**src/rtl/mac_pkg.sv**
```systemverilog
// Shared types and helpers for the MAC lane array.
// Widths up to MAX_W bits are handled by the generic extension and saturation helpers.
package mac_pkg;

    localparam int DEF_LANES = 3;
    localparam int DEF_ACT_W = 8;
    localparam int DEF_WGT_W = 8;
    localparam int DEF_ACC_W = 32;
    localparam int DEF_CNT_W = 16;
    localparam int MAX_W     = 64;

    typedef enum logic [1:0] {
        ACCUM = 2'd0,
        DRAIN = 2'd1,
        HOLD  = 2'd2
    } mac_state_e;

    // Low-order mask of w ones.
    function automatic logic [MAX_W-1:0] lowMask(input int w);
        if (w >= MAX_W) return '1;
        return (64'd1 << w) - 64'd1;
    endfunction

    // Widen a srcW-bit value: sign-extend when sgn, else zero-extend.
    function automatic logic [MAX_W-1:0] extendTo(input logic [MAX_W-1:0] val, input int srcW,
                                                  input logic sgn);
        logic [MAX_W-1:0] mask;
        logic [MAX_W-1:0] topBit;
        mask   = lowMask(srcW);
        topBit = val >> (srcW - 1);
        if (sgn && topBit[0]) return val | ~mask;
        return val & mask;
    endfunction

    // True when a+b leaves the w-bit signed (sgn) or unsigned range.
    function automatic logic addOverflows(input logic [MAX_W-1:0] a, input logic [MAX_W-1:0] b,
                                          input int w, input logic sgn);
        logic [MAX_W:0]   full;
        logic [MAX_W:0]   carry;
        logic [MAX_W-1:0] mask;
        logic [MAX_W-1:0] tA;
        logic [MAX_W-1:0] tB;
        logic [MAX_W-1:0] tS;
        mask  = lowMask(w);
        full  = {1'b0, a & mask} + {1'b0, b & mask};
        carry = full >> w;
        tA    = a >> (w - 1);
        tB    = b >> (w - 1);
        tS    = full[MAX_W-1:0] >> (w - 1);
        if (sgn) return (tA[0] == tB[0]) && (tS[0] != tA[0]);
        return carry[0];
    endfunction

    // w-bit add that clamps to the range limit on overflow.
    function automatic logic [MAX_W-1:0] satAdd(input logic [MAX_W-1:0] a, input logic [MAX_W-1:0] b,
                                                input int w, input logic sgn);
        logic [MAX_W-1:0] mask;
        logic [MAX_W-1:0] tA;
        mask = lowMask(w);
        tA   = a >> (w - 1);
        if (!addOverflows(a, b, w, sgn)) return (a + b) & mask;
        if (!sgn) return mask;
        if (tA[0]) return 64'd1 << (w - 1);
        return mask >> 1;
    endfunction

endpackage

```
**src/rtl/mac_lane.sv**
```systemverilog
// One MAC lane: registered extended product, window accumulator and output sum.
// Build option MAC_SAT_EN: sticky saturating accumulate with a per-window overflow flag.
module mac_lane
    import mac_pkg::*;
#(
    parameter int ACT_W = DEF_ACT_W,
    parameter int WGT_W = DEF_WGT_W,
    parameter int ACC_W = DEF_ACC_W
) (
    input  logic             clk,
    input  logic             rst_n,
    input  logic             i_load,
    input  logic             i_signed,
    input  logic             i_clr,
    input  logic             i_step,
    input  logic             i_first,
    input  logic             i_close,
    input  logic [ACT_W-1:0] i_act,
    input  logic [WGT_W-1:0] i_wgt,
    output logic [ACC_W-1:0] o_psum,
    output logic             o_ovf
);

    localparam int PROD_W = ACT_W + WGT_W;

    logic signed [PROD_W-1:0] w_prodSigned;
    logic        [PROD_W-1:0] w_prodUnsigned;
    logic        [PROD_W-1:0] w_prodRaw;
    logic        [ACC_W-1:0]  w_base;
    logic        [ACC_W-1:0]  w_next;
    logic        [ACC_W-1:0]  r_prod;
    logic        [ACC_W-1:0]  r_acc;
    logic        [ACC_W-1:0]  r_psum;

    assign w_prodSigned   = PROD_W'($signed(i_act)) * PROD_W'($signed(i_wgt));
    assign w_prodUnsigned = PROD_W'(i_act) * PROD_W'(i_wgt);
    assign w_prodRaw      = i_signed ? w_prodSigned : w_prodUnsigned;
    assign w_base         = i_first ? '0 : r_acc;
    assign o_psum         = r_psum;

`ifdef MAC_SAT_EN
    logic r_tagSigned;
    logic r_ovf;
    logic r_ovfOut;
    logic w_held;
    logic w_ovfNext;

    assign w_held    = !i_first && r_ovf;
    assign w_next    = w_held ? r_acc
                              : ACC_W'(satAdd(MAX_W'(w_base), MAX_W'(r_prod), ACC_W, r_tagSigned));
    assign w_ovfNext = w_held | addOverflows(MAX_W'(w_base), MAX_W'(r_prod), ACC_W, r_tagSigned);
    assign o_ovf     = r_ovfOut;

    // Signed tag travels with the product; sticky overflow is published at window close.
    always_ff @(posedge clk or negedge rst_n) begin
        if (!rst_n) begin
            r_tagSigned <= 1'b0;
            r_ovf       <= 1'b0;
            r_ovfOut    <= 1'b0;
        end else begin
            if (i_load) r_tagSigned <= i_signed;
            if (i_clr) r_ovf <= 1'b0;
            else if (i_step) r_ovf <= i_close ? 1'b0 : w_ovfNext;
            if (i_close) r_ovfOut <= w_ovfNext;
        end
    end
`else
    assign w_next = w_base + r_prod;
    assign o_ovf  = 1'b0;
`endif

    // Stage 1 captures the extended product; stage 2 accumulates or closes into the output.
    always_ff @(posedge clk or negedge rst_n) begin
        if (!rst_n) begin
            r_prod <= '0;
            r_acc  <= '0;
            r_psum <= '0;
        end else begin
            if (i_clr) r_prod <= '0;
            else if (i_load) r_prod <= ACC_W'(extendTo(MAX_W'(w_prodRaw), PROD_W, i_signed));
            if (i_clr) begin
                r_acc <= '0;
            end else if (i_step) begin
                if (i_close) begin
                    r_psum <= w_next;
                    r_acc  <= '0;
                end else begin
                    r_acc <= w_next;
                end
            end
        end
    end

endmodule

```
**src/rtl/mac_lane_array.sv**
```systemverilog
// LANES parallel MAC lanes behind one valid/ready beat stream with a held psum output.
// Build option MAC_SAT_EN enables per-lane saturation and ovf_out.
module mac_lane_array
    import mac_pkg::*;
#(
    parameter int LANES = DEF_LANES,
    parameter int ACT_W = DEF_ACT_W,
    parameter int WGT_W = DEF_WGT_W,
    parameter int ACC_W = DEF_ACC_W,
    parameter int CNT_W = DEF_CNT_W
) (
    input  logic                   clk,
    input  logic                   rst_n,
    input  logic                   cfg_signed,
    input  logic                   clr,
    input  logic                   in_valid,
    output logic                   in_ready,
    input  logic                   in_last,
    input  logic [LANES*ACT_W-1:0] act_in,
    input  logic [LANES*WGT_W-1:0] wgt_in,
    output logic                   out_valid,
    input  logic                   out_ready,
    output logic [LANES*ACC_W-1:0] psum_out,
    output logic [LANES-1:0]       ovf_out,
    output logic [CNT_W-1:0]       beat_cnt
);

    mac_state_e       r_state;
    logic             r_outValid;
    logic             r_pValid;
    logic             r_pLast;
    logic             r_first;
    logic [CNT_W-1:0] r_beatCnt;
    logic             w_accept;
    logic             w_clr;
    logic             w_load;
    logic             w_step;
    logic             w_close;

    assign in_ready  = (r_state == ACCUM);
    assign w_accept  = in_valid && in_ready;
    assign w_clr     = clr && (r_state != HOLD);
    assign w_load    = w_accept && !w_clr;
    assign w_step    = r_pValid && !w_clr;
    assign w_close   = w_step && r_pLast;
    assign out_valid = r_outValid;
    assign beat_cnt  = r_beatCnt;

    // Window FSM: accumulate, drain the last product, hold the result until taken.
    always_ff @(posedge clk or negedge rst_n) begin
        if (!rst_n) begin
            r_state    <= ACCUM;
            r_outValid <= 1'b0;
        end else begin
            case (r_state)
                ACCUM: if (w_load && in_last) r_state <= DRAIN;
                DRAIN: begin
                    if (w_clr) begin
                        r_state <= ACCUM;
                    end else begin
                        r_state    <= HOLD;
                        r_outValid <= 1'b1;
                    end
                end
                HOLD: begin
                    if (out_ready) begin
                        r_state    <= ACCUM;
                        r_outValid <= 1'b0;
                    end
                end
                default: begin
                    r_state    <= ACCUM;
                    r_outValid <= 1'b0;
                end
            endcase
        end
    end

    // Tags riding alongside the stage-1 products, plus the window-start marker.
    always_ff @(posedge clk or negedge rst_n) begin
        if (!rst_n) begin
            r_pValid <= 1'b0;
            r_pLast  <= 1'b0;
            r_first  <= 1'b1;
        end else begin
            r_pValid <= w_load;
            r_pLast  <= w_load && in_last;
            if (w_clr) r_first <= 1'b1;
            else if (w_step) r_first <= w_close;
        end
    end

    // Beats accepted in the open window, saturating at all-ones.
    always_ff @(posedge clk or negedge rst_n) begin
        if (!rst_n) begin
            r_beatCnt <= '0;
        end else if (w_clr || w_close) begin
            r_beatCnt <= '0;
        end else if (w_accept && (r_beatCnt != '1)) begin
            r_beatCnt <= r_beatCnt + 1'b1;
        end
    end

    for (genvar g = 0; g < LANES; g++) begin : g_lane
        mac_lane #(
            .ACT_W(ACT_W),
            .WGT_W(WGT_W),
            .ACC_W(ACC_W)
        ) u_lane (
            .clk     (clk),
            .rst_n   (rst_n),
            .i_load  (w_load),
            .i_signed(cfg_signed),
            .i_clr   (w_clr),
            .i_step  (w_step),
            .i_first (r_first),
            .i_close (w_close),
            .i_act   (act_in[g*ACT_W +: ACT_W]),
            .i_wgt   (wgt_in[g*WGT_W +: WGT_W]),
            .o_psum  (psum_out[g*ACC_W +: ACC_W]),
            .o_ovf   (ovf_out[g])
        );
    end

endmodule

```
**config.mk**
```make
export PLATFORM = sky130hd
export DESIGN_NAME = mac_lane_array
export DESIGN_NICKNAME = d
export VERILOG_FILES = /design/src/rtl/mac_pkg.sv /design/src/rtl/mac_lane.sv /design/src/rtl/mac_lane_array.sv
export SDC_FILE = /design/constraint.sdc
export NUM_CORES = 1
export LEC_CHECK = 0
export ABC_AREA = 1
export CORE_ASPECT_RATIO = 1.5
export CORE_MARGIN = 3
export CORE_UTILIZATION = 30
export CTS_CLUSTER_DIAMETER = 100
export DETAILED_ROUTE_END_ITERATION = 16
export PLACE_DENSITY = 0.55
export SLEW_MARGIN = 0
export SYNTH_ARGS = -nofsm -noshare
export SYNTH_HDL_FRONTEND = slang
export SYNTH_SLANG_ARGS = --single-unit
```
**constraint.sdc**
```tcl
create_clock -name clk -period 2.8 [get_ports clk]
set_input_delay 0.56 -clock clk [delete_from_list [all_inputs] [get_ports clk]]
set_output_delay 0.56 -clock clk [all_outputs]
set_load 0.05 [all_outputs]
```
==> metrics.csv <==
stage;metric;value;unit
place;count of input and output buffers;168;
sta;number of max-slew violations in the final report;0;
floorplan;boundary pin count;172;
layout;Area growth, synth to finish;37.47;%
layout;number of fill cells in the layout;10187;
pwr;power share of the combinational group;72.2;%
run_status;status;finished, violations left;
sta;Final Hold Viols;0;
floorplan;Starting Density;30.41;%
layout;antenna diode count;0;
routing;remaining design rule violation count;0;
critical_path;Crit. Startpoint;wgt_in[6];
layout;number of nets in the layout;5442;
routing;total number of vias;28391;
logic_synthesis;number of storage elements in the synthesis netlist;265;
sta;RSZ-0062 raised after global routing;true;
critical_path;cell count along the critical path;19;
logic_synthesis;sequential fraction of the synthesis area;22.00;%
cts;CTS sink count;265;
logic_synthesis;share of synthesized registers carrying an async set or reset;100.0;%
critical_path;type of the worst setup path;input pin to register;
floorplan;total die area;0.1044;mm^2
critical_path;critical path data arrival time;4.35;ns
routing;Post-DRT Antenna Nets;0;
floorplan;die height;394.3;um
cts;register clock-pin slew on the reported worst setup and hold paths;0.06;ns
sta;final period utilization;137.3;%
layout;area used by multi-input combinational logic;0.02253;mm^2
critical_path;Reg2Reg Depth;14;
routing;average wire per standard cell;15.46;um
grt;Most Crowded Layer GR;met2;
logic_synthesis;number of enable flip-flop cells after synthesis;0;
routing;vias per std cell;4.605;
grt;via count of the first global-routing pass;29341;
routing;wire length after detailed routing;95.28;mm
routing;detailed-routing iteration count for the pre-antenna-repair pass;6;
routing;DR iter-0 viols;1407;
pwr;Net Sw Frac;46.29;%
cts;clk_lat worst skew;0.57;ns
sta;Slew headroom;55.10;%
sta;Tightest Pin Transition;0.6714;ns
critical_path;Bufs and invs on worst path;7;
pwr;part of the total power dissipated in sequential elements;15.7;%
logic_synthesis;post-synthesis cell count;4292;
grt;pin count of the biggest net entering global routing;77;
run_status;violations in the final reports;setup timing;
worst_hold_path;classification of the worst-slack hold path;input pin to register;
critical_path;cell class contributing the biggest share of worst-path delay;adder cells;
floorplan;Core Footprint;0.09915;mm^2
pwr;power per standard cell area;746.7;mW/mm^2
cts;cell at the root of the clock tree;sky130_fd_sc_hd__clkbuf_16;
logic_synthesis;average cell area after synthesis;7.025;um^2
grt;residual overflow from global routing;0;
layout;FF+latch area;0.006636;mm^2
critical_path;crit path cell chain;buf_4 > buf_6 > buf_4 > nand2_1 > inv_1 > fa_1 > fa_1 > inv_1 > fa_1 > inv_1 > fa_1 > ha_4 > nand2_2 > inv_1 > a21oi_2 > nand3_2 > nand3_2 > nand4_1 > nand2_1;
critical_path;startpoint of the lowest-slack register-to-register path;r_first;
pwr;peak supply drop;0.5600;mV
cts;Max Root-Sink Buffers;3;
critical_path;setup slack, reg-to-reg;0.04;ns
critical_path;Setup crit end;g_lane[0].u_lane.r_prod[30];
floorplan;DIE WIDTH;264.9;um
logic_synthesis;count of unique library cells instantiated by Yosys;50;
pwr;clock power share;12.1;%
grt;fraction of met2 tracks used by global routing;35.51;%
grt;met3 usage;0.9728;%
flow_run;number of max-cap violations;0;
pwr;total chip power;30.95;mW
logic_synthesis;most instantiated flip-flop cell in the synthesis netlist;sky130_fd_sc_hd__dfrtp_1;
logic_synthesis;post-synthesis instance area;0.03015;mm^2
critical_path;Worst path max stage delay;0.59;ns
cts;H-tree depth;1;
place;routability-driven placement congestion ratio;0.9162;
place;detailed placement HPWL;77.33;mm
sta;Final setup viols;39;
grt;global-route wire length before repair;152.3;mm
critical_path;Crit Path Max Fanout;5;
sta;Hold WS;0.3853;ns
sta;final worst slack;-1.043;ns
pwr;Static Leakage;21.69;nW
layout;fraction of layout instances using a drive strength above 1;26.96;%
pwr;switching power summed over all nets;14.33;mW
grt;total routing resource utilization after global routing;17.97;%
logic_synthesis;count of warnings emitted by yosys;0;
floorplan;row count;141;
sta;Fmax achieved;0.2602;GHz
grt;antenna violations before repair;1;
critical_path;type of origin of the critical path;input pin;
critical_path;worst reg2reg endpoint;g_lane[0].u_lane.o_psum[25];
critical_path;critical path endpoint category;register;
sta;setup clock skew after layout;0.01239;ns
cts;CTS tree;built;
pwr;internal portion of total power;16.62;mW
sta;Tmin final;3.843;ns
critical_path;worst endpoint required time;3.30;ns
grt;GRT met1 Usage;20.76;%
critical_path;standard cell with the maximum stage delay on the critical path;sky130_fd_sc_hd__fa_1;
cts;clock buffer count from CTS;27;
-- final cells by class --
type,count,share of cell area (%)
Tap cell,1287,3.885
Clock inverter,9,0.3260
Clock buffer,37,1.793
Inverter,963,8.884
Timing Repair Buffer,661,14.75
Multi-Input combinational cell,2943,54.35
Sequential cell,265,16.01
-- synth_stat cells (2+ instances only) --
master                     count  area (um^2)
sky130_fd_sc_hd__nand2_1    1177         4418
sky130_fd_sc_hd__inv_1       955         3585
sky130_fd_sc_hd__nor2_1      311         1167
sky130_fd_sc_hd__nand3_1     285         1426
sky130_fd_sc_hd__ha_1        268         3353
sky130_fd_sc_hd__dfrtp_1     264         6606
sky130_fd_sc_hd__fa_1        258         5165
sky130_fd_sc_hd__o21ai_0     176        880.8
sky130_fd_sc_hd__a21oi_1     172        860.8
sky130_fd_sc_hd__clkbuf_1     79        296.5
sky130_fd_sc_hd__xnor2_1      38        332.8
sky130_fd_sc_hd__nand4_1      34        212.7
sky130_fd_sc_hd__o22ai_1      34        212.7
sky130_fd_sc_hd__xor2_1       33        289.0
sky130_fd_sc_hd__nor3_1       30        150.1
sky130_fd_sc_hd__buf_2        29        145.1
sky130_fd_sc_hd__o21ai_1      17        85.08
sky130_fd_sc_hd__or2_2        17        106.4
sky130_fd_sc_hd__nand3b_1     16        120.1
sky130_fd_sc_hd__o21bai_1     12        90.09
sky130_fd_sc_hd__a21o_1       10        75.07
sky130_fd_sc_hd__a31oi_1       8        50.05
sky130_fd_sc_hd__buf_1         8        30.03
sky130_fd_sc_hd__a32o_1        6        60.06
sky130_fd_sc_hd__buf_4         6        45.04
sky130_fd_sc_hd__nor3_2        5        50.05
sky130_fd_sc_hd__clkinv_1      4        15.01
sky130_fd_sc_hd__inv_2         4        15.01
sky130_fd_sc_hd__a21oi_2       3        26.28
sky130_fd_sc_hd__a22o_1        3        26.28
sky130_fd_sc_hd__nor2_2        3        18.77
sky130_fd_sc_hd__nor4_1        3        18.77
sky130_fd_sc_hd__or2_1         3        18.77
sky130_fd_sc_hd__and2_1        2        12.51
sky130_fd_sc_hd__nand2_2       2        12.51
sky130_fd_sc_hd__nand3_2       2        20.02
sky130_fd_sc_hd__o21a_1        2        15.01
-- how the worst min path moves through the flow --
stage,depth (start not counted),end,startpoint
2_1_floorplan,0,beat_cnt[0],rst_n
3_3_place_gp,2,g_lane[1].u_lane.r_acc[28],g_lane[1].u_lane.r_acc[28]
3_5_place_dp,2,g_lane[1].u_lane.r_acc[18],g_lane[1].u_lane.r_acc[18]
4_1_cts,3,g_lane[1].u_lane.r_prod[0],act_in[8]
5_1_grt,3,g_lane[1].u_lane.r_prod[0],act_in[8]
6_report,3,g_lane[1].u_lane.r_prod[0],act_in[8]
-- worst min-delay path, cell delays in order --
cell                     delay (ns)
sky130_fd_sc_hd__buf_12        0.10
sky130_fd_sc_hd__buf_4         0.10
sky130_fd_sc_hd__a32o_1        0.15
-- metal layers --
metal / wire, um / vias up
met4: 2586 / 0
met3: 2128 / 126
met5: 0 / -
met1: 38520 / 13576
li1: - / 14281
met2: 52050 / 408
-- logic make-up after synthesis --
| family | Yosys count | share of synthesized area (%) |
|---|---|---|
| AO/OA/AOI/OAI | 450 | 8.129 |
| XOR/XNOR | 71 | 2.062 |
| adder cells (fa/ha/maj) | 526 | 28.25 |
| buffers and inverters | 1086 | 13.74 |
| flip-flops | 265 | 22.00 |
| other | 1 | 0.01244 |
| AND/OR/NAND/NOR | 1893 | 25.81 |
-- flip-flops by register name, summed over array words and instances, names as in the netlist --
register	cells
beat_cnt	16
g_lane.u_lane.o_psum	96
g_lane.u_lane.r_acc	96
g_lane.u_lane.r_prod	51
out_valid	1
r_first	1
r_pLast	1
r_pValid	1
r_state	2
-- power by group through the flow --
stage	Sequential (mW)	Clock, mW	Combinational, mW
2_1_floorplan	5.53	0	10.9
3_3_place_gp	4.93	0	17.9
3_5_place_dp	4.93	0	18.0
4_1_cts	4.86	3.90	20.0
5_1_grt	4.92	4.02	24.6
6_report	4.86	3.76	22.3
-- layout by cell type (no fill, tap or decap), types with 65 or more instances in the layout --
master	n
sky130_fd_sc_hd__a21oi_1	117
sky130_fd_sc_hd__buf_4	390
sky130_fd_sc_hd__buf_6	96
sky130_fd_sc_hd__clkdlybuf4s50_1	118
sky130_fd_sc_hd__dfrtp_1	264
sky130_fd_sc_hd__fa_1	230
sky130_fd_sc_hd__ha_1	184
sky130_fd_sc_hd__ha_4	68
sky130_fd_sc_hd__inv_1	794
sky130_fd_sc_hd__inv_2	154
sky130_fd_sc_hd__nand2_1	992
sky130_fd_sc_hd__nand2_2	123
sky130_fd_sc_hd__nand3_1	217
sky130_fd_sc_hd__nand3_2	65
sky130_fd_sc_hd__nor2_1	258
sky130_fd_sc_hd__o21ai_0	117
-- metrics by stage --
step	utilization [%]	area, um^2	setup WS (ns)	TNS (ns)	std cells
after detailed placement	37.45	37130	-2.136	-76.18	6015
final	41.81	41450	-1.043	-31.29	6165
after floorplan	-	31760	-1.264	-39.37	4294
after CTS	39.62	39290	-1.139	-33.41	6117
after global placement	37.45	37130	-2.140	-75.68	6015
after global routing	41.81	41450	-1.235	-36.94	6165
-- what timing repair did --
action,in CTS,in global routing
gates resized for setup,432,608
pin swaps,237,295
gates cloned,0,1
setup buffers,60,61
endpoints found under the hold margin,46,0
hold buffers,1,0
setup endpoints to repair,52,155
Power figures use the tool's default switching activity.
